**config.mk**
```make
export PLATFORM = sky130hd
export DESIGN_NAME = apb_master_bridge
export DESIGN_NICKNAME = d
export VERILOG_FILES = /design/src/rtl/apb_pkg.sv /design/src/rtl/apb_cmd_fifo.sv /design/src/rtl/apb_master_bridge.sv
export SDC_FILE = /design/constraint.sdc
export NUM_CORES = 1
export LEC_CHECK = 0
export CORE_MARGIN = 2
export CORE_UTILIZATION = 55
export DETAILED_ROUTE_END_ITERATION = 7
export DONT_BUFFER_PORTS = 1
export GPL_ROUTABILITY_DRIVEN = 0
export PLACE_DENSITY = 0.7
export SKIP_CTS_REPAIR_TIMING = 1
export SLEW_MARGIN = 20
export SYNTH_ARGS = -nofsm -noshare
export SYNTH_HDL_FRONTEND = slang
export SYNTH_SLANG_ARGS = --single-unit
```
**constraint.sdc**
```tcl
create_clock -name clk -period 4.1 [get_ports clk]
set_input_delay 0.82 -clock clk [delete_from_list [all_inputs] [get_ports clk]]
set_output_delay 0.82 -clock clk [all_outputs]
set_load 0.05 [all_outputs]
```
**src/rtl/apb_pkg.sv**
```systemverilog
// Shared types for the APB master bridge: FSM state encoding and the queued command record.
package apb_pkg;

  localparam int ADDR_W   = 8;
  localparam int DATA_W   = 8;
  localparam int ID_MAX_W = 8;

  localparam logic [1:0] ST_IDLE   = 2'd0;
  localparam logic [1:0] ST_SETUP  = 2'd1;
  localparam logic [1:0] ST_ACCESS = 2'd2;

  typedef enum logic [1:0] {
    IDLE   = ST_IDLE,
    SETUP  = ST_SETUP,
    ACCESS = ST_ACCESS
  } apb_state_e;

  // The id field is sized for the largest supported slave count; the top zero-extends cmd_id.
  typedef struct packed {
    logic                write;
    logic [ID_MAX_W-1:0] id;
    logic [ADDR_W-1:0]   addr;
    logic [DATA_W-1:0]   wdata;
  } apb_cmd_t;

  function automatic int id_width(input int n);
    return (n > 1) ? $clog2(n) : 1;
  endfunction

endpackage

```
**src/rtl/apb_cmd_fifo.sv**
```systemverilog
// Command queue for the APB bridge: synchronous FIFO of apb_cmd_t with async reset.
module apb_cmd_fifo
  import apb_pkg::*;
#(
  parameter int DEPTH = 4
) (
  input  logic     clk,
  input  logic     reset,
  input  logic     i_push,
  input  apb_cmd_t i_data,
  output logic     o_full,
  input  logic     i_pop,
  output apb_cmd_t o_data,
  output logic     o_empty
);

  localparam int AW = (DEPTH > 1) ? $clog2(DEPTH) : 1;

  apb_cmd_t     r_mem [DEPTH];
  logic [AW:0]  r_wr_ptr;
  logic [AW:0]  r_rd_ptr;
  logic         w_do_push;
  logic         w_do_pop;

  // Pointers carry one extra wrap bit to tell full from empty.
  assign o_empty   = (r_wr_ptr == r_rd_ptr);
  assign o_full    = (r_wr_ptr[AW-1:0] == r_rd_ptr[AW-1:0]) && (r_wr_ptr[AW] != r_rd_ptr[AW]);
  assign w_do_push = i_push && !o_full;
  assign w_do_pop  = i_pop && !o_empty;
  assign o_data    = r_mem[r_rd_ptr[AW-1:0]];

  always_ff @(posedge clk or posedge reset) begin
    if (reset) begin
      r_wr_ptr <= '0;
      r_rd_ptr <= '0;
    end else begin
      if (w_do_push) r_wr_ptr <= r_wr_ptr + (AW+1)'(1);
      if (w_do_pop)  r_rd_ptr <= r_rd_ptr + (AW+1)'(1);
    end
  end

  always_ff @(posedge clk) begin
    if (w_do_push) r_mem[r_wr_ptr[AW-1:0]] <= i_data;
  end

endmodule

```
**src/rtl/apb_master_bridge.sv**
```systemverilog
// APB initiator: queues host commands and runs SETUP/ACCESS transfers with a one-cycle response pulse.
// Optional ACCESS-phase timeout abort is built when APB_TIMEOUT_EN is defined.
module apb_master_bridge
  import apb_pkg::*;
#(
  parameter int NUM_SLAVES     = 4,
  parameter int FIFO_DEPTH     = 4,
  parameter int TIMEOUT_CYCLES = 16
) (
  input  logic                            clk,
  input  logic                            reset,
  input  logic                            cmd_valid,
  output logic                            cmd_ready,
  input  logic                            cmd_write,
  input  logic [id_width(NUM_SLAVES)-1:0] cmd_id,
  input  logic [ADDR_W-1:0]               cmd_addr,
  input  logic [DATA_W-1:0]               cmd_wdata,
  output logic                            rsp_valid,
  output logic                            rsp_write,
  output logic [DATA_W-1:0]               rsp_rdata,
  output logic                            rsp_err,
  output logic [NUM_SLAVES-1:0]           sel,
  output logic                            enable,
  output logic                            write,
  output logic [ADDR_W-1:0]               addr,
  output logic [DATA_W-1:0]               wdata,
  input  logic [DATA_W-1:0]               rdata,
  input  logic                            ready
);

  apb_state_e            r_state;
  apb_cmd_t              r_xfer;
  apb_cmd_t              w_push_cmd;
  apb_cmd_t              w_head;
  logic                  w_full;
  logic                  w_empty;
  logic                  w_push;
  logic                  w_pop;
  logic                  w_done;
  logic                  w_timeout;
  logic [NUM_SLAVES-1:0] w_sel;
  logic                  r_rsp_valid;
  logic                  r_rsp_write;
  logic [DATA_W-1:0]     r_rsp_rdata;
  logic                  r_rsp_err;

  // Gated by reset so the host sees cmd_ready=0 while the queue is held flushed.
  assign cmd_ready  = ~w_full & ~reset;
  assign w_push     = cmd_valid & cmd_ready;
  assign w_push_cmd = '{write: cmd_write, id: ID_MAX_W'(cmd_id), addr: cmd_addr, wdata: cmd_wdata};

  apb_cmd_fifo #(.DEPTH(FIFO_DEPTH)) u_fifo (
    .clk     (clk),
    .reset   (reset),
    .i_push  (w_push),
    .i_data  (w_push_cmd),
    .o_full  (w_full),
    .i_pop   (w_pop),
    .o_data  (w_head),
    .o_empty (w_empty)
  );

  assign w_done = (r_state == ACCESS) && (ready || w_timeout);
  assign w_pop  = !w_empty && ((r_state == IDLE) || w_done);

`ifdef APB_TIMEOUT_EN
  localparam int WAIT_W = ($clog2(TIMEOUT_CYCLES + 1) > 5) ? $clog2(TIMEOUT_CYCLES + 1) : 5;
  logic [WAIT_W-1:0] r_wait_cnt;

  always_ff @(posedge clk or posedge reset) begin
    if (reset) begin
      r_wait_cnt <= '0;
    end else if (r_state == SETUP) begin
      r_wait_cnt <= '0;
    end else if ((r_state == ACCESS) && !ready) begin
      r_wait_cnt <= r_wait_cnt + WAIT_W'(1);
    end
  end

  // Abort on the TIMEOUT_CYCLES-th waited ACCESS cycle; ready on that cycle still wins.
  assign w_timeout = (r_state == ACCESS) && !ready && (r_wait_cnt == WAIT_W'(TIMEOUT_CYCLES - 1));
`else
  logic w_unused_timeout;
  assign w_unused_timeout = ^TIMEOUT_CYCLES;
  assign w_timeout        = 1'b0;
`endif

  always_ff @(posedge clk or posedge reset) begin
    if (reset) begin
      r_state     <= IDLE;
      r_xfer      <= '0;
      r_rsp_valid <= 1'b0;
      r_rsp_write <= 1'b0;
      r_rsp_rdata <= '0;
      r_rsp_err   <= 1'b0;
    end else begin
      r_rsp_valid <= 1'b0;
      r_rsp_write <= 1'b0;
      r_rsp_rdata <= '0;
      r_rsp_err   <= 1'b0;
      case (r_state)
        IDLE: begin
          if (!w_empty) begin
            r_xfer  <= w_head;
            r_state <= SETUP;
          end
        end
        SETUP: r_state <= ACCESS;
        ACCESS: begin
          if (w_done) begin
            r_rsp_valid <= 1'b1;
            r_rsp_write <= r_xfer.write;
            r_rsp_err   <= w_timeout;
            r_rsp_rdata <= (w_timeout || r_xfer.write) ? '0 : rdata;
            if (!w_empty) begin
              r_xfer  <= w_head;
              r_state <= SETUP;
            end else begin
              r_state <= IDLE;
            end
          end
        end
        default: r_state <= IDLE;
      endcase
    end
  end

  always_comb begin
    w_sel = '0;
    for (int i = 0; i < NUM_SLAVES; i++) begin
      w_sel[i] = (r_xfer.id == ID_MAX_W'(i));
    end
  end

  // Bus fields come straight from the transfer register, so they hold their last value in IDLE.
  assign sel       = (r_state == IDLE) ? '0 : w_sel;
  assign enable    = (r_state == ACCESS);
  assign write     = r_xfer.write;
  assign addr      = r_xfer.addr;
  assign wdata     = r_xfer.wdata;
  assign rsp_valid = r_rsp_valid;
  assign rsp_write = r_rsp_write;
  assign rsp_rdata = r_rsp_rdata;
  assign rsp_err   = r_rsp_err;

endmodule

```
Yosys cells after proc, flatten, opt, wreduce, memory -nomap -nowiden
Memory sizes are Yosys's and may differ from the RTL's. Index checks and enable logic that the tools add are counted.

Register bits: 43. Bits in writable memories: 76. Output and inout port bits: 34. Word-level logic and storage cells: 57. Memories kept: 1.

$add $sub $neg: 2. Equal/unequal tests: 10. Multiplexer cells: 17. Bitwise logic cells: 4. Reduce and logical (&&, ||, !) cells: 13.

Memories: u_fifo.r_mem (depth 4, width 19, rd ports 1, clocked after Yosys merged registers in 0, wr ports 1, RTL line apb_cmd_fifo.sv:19) `apb_cmd_t r_mem [DEPTH];`.

Operator list (number): 25-bit two-way mux (2); 25-bit one-hot mux with 2 select lines (1); 8-bit two-way mux (3); 8-bit by 2-bit == test with 1-bit output, second input constant (2); 8-bit by 1-bit == test with 1-bit output, second input constant (1); 8-bit zero test (1); 1-bit two-way mux (7); 3-bit by 1-bit adder with 3-bit output, second input constant (2); 2-bit one-hot mux with 3 select lines (1); 1-bit logical AND (5); 2-bit two-way mux (2); 4-bit two-way mux (1); 2-bit AND reduction (2); 3-bit == test (1); 1-bit AND (2); 2-bit by 1-bit == test with 1-bit output, second input constant (1); 2-bit == test (1); 2-bit == test, second input constant (1); 1-bit zero test (2); 2-bit zero test (1); 2-bit by 1-bit != test with 1-bit output, second input constant (1); 2-bit != test, second input constant (1); 1-bit NOT (2); 2-bit nonzero test (1); 2 further kinds (2).

Logic depth before layout (Yosys ltp)
Depth in word-level cells: 8. Depth in mapped cells: 5. Gate-level depth less buffers: 4.

By module
From an unflattened synthesis, not the netlist that was laid out.

Cell total of the unflattened synthesis: 290. Area total of the unflattened synthesis: 5661.7 um^2.

Modules (own cells, without submodules): apb_cmd_fifo (times used 1, cells an instance 180, area an instance 4113.9 um^2, seq. area each 3153.0 um^2); apb_master_bridge (times used 1, cells an instance 110, area an instance 1547.7 um^2, seq. area each 925.9 um^2).

Worst setup path after synthesis
OpenSTA, ideal clock, no wires.

Kind: input to output. From: in reset. To: out cmd_ready. Data arrival time: 1626 ps. Required time: 3280 ps. Path slack: 1654 ps. Cell stages on the path: 1. Buffers on the path: 0. Cell sequence: a31oi_1.

Cells in the longest elaborated chain, start to end: 2.

RTL lines: start, declared (RTL line apb_master_bridge.sv:11) `input logic reset,`; 1-bit NOT (RTL line apb_master_bridge.sv:48) `assign cmd_ready = ~w_full & ~reset;`; 1-bit AND (RTL line apb_master_bridge.sv:48); end, declared (RTL line apb_master_bridge.sv:13) `output logic cmd_ready,`.

Every way passes these cells.

Worst setup path after layout
From: reg r_state[0]. To: out sel[3].

Cells in the longest elaborated chain, start to end: 2.

RTL lines: start, declared (RTL line apb_master_bridge.sv:31) `apb_state_e r_state;`; start signal, assigned (RTL line apb_master_bridge.sv:90) `r_state <= IDLE;`; start signal, assigned (RTL line apb_master_bridge.sv:105) `r_state <= SETUP;`; start signal, assigned (RTL line apb_master_bridge.sv:108) `SETUP: r_state <= ACCESS;`; 2-bit zero test (RTL line apb_master_bridge.sv:136) `assign sel = (r_state == IDLE) ? '0 : w_sel;`; 4-bit two-way mux (RTL line apb_master_bridge.sv:136); end, declared (RTL line apb_master_bridge.sv:22) `output logic [NUM_SLAVES-1:0] sel,`.

Every way passes these cells.

==> flow_summary.yaml <==
critical_path:
  arrival_ns: 1.80
  slowest_delay_ns: 0.70
  critical-path-slowest-cell: "nor2_1"
  path_cells: "o21ai_0 > nor2_1"
  critical_path_required_ns: 3.28
  cp_max_fo: 5
  worstSetupStartpointType: "register"
  end_kind: "output port"
  crit_type: "register to output port"
sta:
  setup_tns_ns: 0
  slew_viol_final: 0
  fin_crit_ns: 2.62
  skew_ns: 0.00990
  relSlewSlack_pct: 31.8
  setup_viol: 0
  tightest_slew_ns: 1.02
  hold_violations: 0
  timing.fmax_mhz: 381
  period_share_pct: 64.0
  rsz0062_at_grt: "no"
die:
  row_count: 32
  die_w_um: 93.3
  die_y_um: 93.3
  io_pins: 65
  initial_utilization_pct: 56.7
  fp.dieArea_um2: 8700
  core_area_um2: 7730
place:
  port_buffers: 0
  hpwlAfterDp_um: 4230
synthesis:
  synth_seq_cells: 113
  syn_area_um2: 4380
  synth_cells: 226
  synth_warnings: 0
  yosysUniqueCellTypes: 23
  yosysSeqAreaShare_pct: 73.2
  synth_nets: 262
  postSynthAreaPerCell_um2: 19.4
grt:
  gr-total-overflow: 0
  grt_use_total_pct: 18.5
  grt_pass1_wl_um: 11400
  grt_pass1_vias: 2166
  grt_max_degree: 38
  antenna_found_initial: 0
run:
  maxCapViolations: 0
finish:
  areaGrowthSynthToFinish_pct: 14.9
  fillers: 539
  antenna_cells: 0
  utilization_pct: 65.2
  nets: 265
  drive_gt1_share_pct: 32.2
route:
  wirelength_um: 7070
  vias_per_cell: 5.42
  drc: 0
  firstDrtPassIters: 4
  routedWlPerCell_um: 20.5
  vias: 1863
  postRouteAntennaNets: 0
  drt_iter0_markers: 80
clock_tree:
  numCtsBuffers: 17
  cts_sinks: 113
  clock_path_buffers: 2
  clk_latency_ns: 0.50
  path_clk_slew_ns: 0.06
  cts-root-buf: "clkbuf_8"
  h-tree-depth: 4
  cts_tree: "yes"
worst_hold_path:
  min_path_type: "input port to asynchronous set/reset pin"
power_and_ir_drop:
  power_density_nw_per_um2: 903
  p_leak_nw: 1.86
  peakVddDrop_mv: 0.421
status:
  status: "completed"
## cells in the mapped netlist (all sizes together)
cell | number | area [um^2]
nor2 | 3 | 11.3
dfrtp | 37 | 926
xor2 | 3 | 26.3
mux4 | 19 | 428
nand2 | 3 | 11.3
a31oi | 1 | 6.26
o21ai | 3 | 15.0
mux2 | 20 | 225
clkbuf | 2 | 7.51
conb | 1 | 3.75
inv | 6 | 22.5
nor2b | 3 | 18.8
and3 | 1 | 6.26
nor3 | 2 | 10.0
ha | 5 | 62.6
a311oi | 2 | 41.3
buf | 21 | 153
edfxtp | 76 | 2280
xnor2 | 5 | 43.8
and2 | 13 | 81.3
## worst max-delay path: cells and delay by family (launching register included)
family | cells | cell delay [ns]
compound gates | 1 | 0.15
flops | 1 | 0.46
simple gates | 1 | 0.70
## per-layer routing
metal	GRT usage [%]	vias to the layer above	wire [um]
li1	-	847	-
met1	21.3	949	2880
met2	30.2	60	3600
met3	8.22	7	489
met4	7.84	0	95
met5	0	-	0
## sequential cells by signal (all words and copies together) (netlist names)
name	cells
rsp_rdata	8
rsp_write	1
r_state	2
u_fifo.r_wr_ptr	3
write	1
r_xfer	2
addr	8
rsp_valid	1
wdata	8
u_fifo.r_mem	76
u_fifo.r_rd_ptr	3
## report_power, final
group	total, mW	switching, mW	internal (mW)
logic	1.04	0.537	0.499
clock network	1.55	0.472	1.07
registers	1.97	0.490	1.48
## cell type report
class | instances | area (um^2) | area share, %
multi-input cells | 84 | 992 | 19.7
repair buffers | 7 | 52.6 | 1.04
clock inverters | 11 | 184 | 3.65
flip-flops and latches | 113 | 3210 | 63.7
inverters | 6 | 22.5 | 0.447
well taps | 102 | 128 | 2.53
clock buffers | 21 | 449 | 8.92
## kinds of logic after synthesis
| logic type | Yosys count | share of synthesized area [%] |
|---|---|---|
| AOI/OAI and AO/OA | 6 | 1.43 |
| muxes | 39 | 14.9 |
| DFF | 113 | 73.2 |
| adders and majority gates | 5 | 1.43 |
| and+or+nand+nor | 25 | 3.17 |
| xor gates and xnor gates | 8 | 1.60 |
| buffers and inverters | 29 | 4.17 |
| other | 1 | 0.0856 |
## path summary, 6_finish.rpt
| check | from | endpoint | slack (ns) | depth (start not counted) |
|---|---|---|---|---|
| hold reg to reg | u_fifo.r_wr_ptr[2]$_DFFE_PP0P_ | u_fifo.r_wr_ptr[2]$_DFFE_PP0P_ | 0.53 | 1 |
| setup / recovery | r_state[0]$_DFFE_PP0P_ | sel[3] | 1.48 | 2 |
| hold / removal | reset | u_fifo.r_rd_ptr[2]$_DFFE_PP0P_ | 0.30 | 2 |
| min in group clk | cmd_write | u_fifo.r_mem[0][18]$_DFFE_PP_ | 0.41 | 0 |
| setup reg to reg | u_fifo.r_wr_ptr[0]$_DFFE_PP0P_ | u_fifo.r_mem[1][13]$_DFFE_PP_ | 1.67 | 3 |
| max in group asynchronous | reset | addr[1]$_DFFE_PP0P_ | 3.45 | 2 |
## layout by cell type (no fill, tap or decap), drive strengths merged, types with 2 or more instances in the layout
master	count
bufinv	5
mux2	20
edfxtp	76
mux4	19
buf	7
ha	5
dfrtp	37
xor2	3
xnor2	5
and2	13
nand2	3
nor2	3
nor3	2
clkbuf	21
nor2b	3
inv	5
clkinv	7
o21ai	3
a311oi	2
## per-stage QoR
step           total power [mW]  worst slack [ns]  area (um^2)  std cells  hold WS [ns]
2_1_floorplan              2.95              1.65         4380        226         0.459
3_3_place_gp               3.01              1.55         4400        312         0.521
6_report                   4.55              1.48         5040        344         0.300
3_5_place_dp               3.04              1.44         4400        312         0.526
4_1_cts                    4.60              1.46         5030        344         0.309
5_1_grt                    4.76              1.41         5040        344         0.338
(Power assumes the default switching activity.)
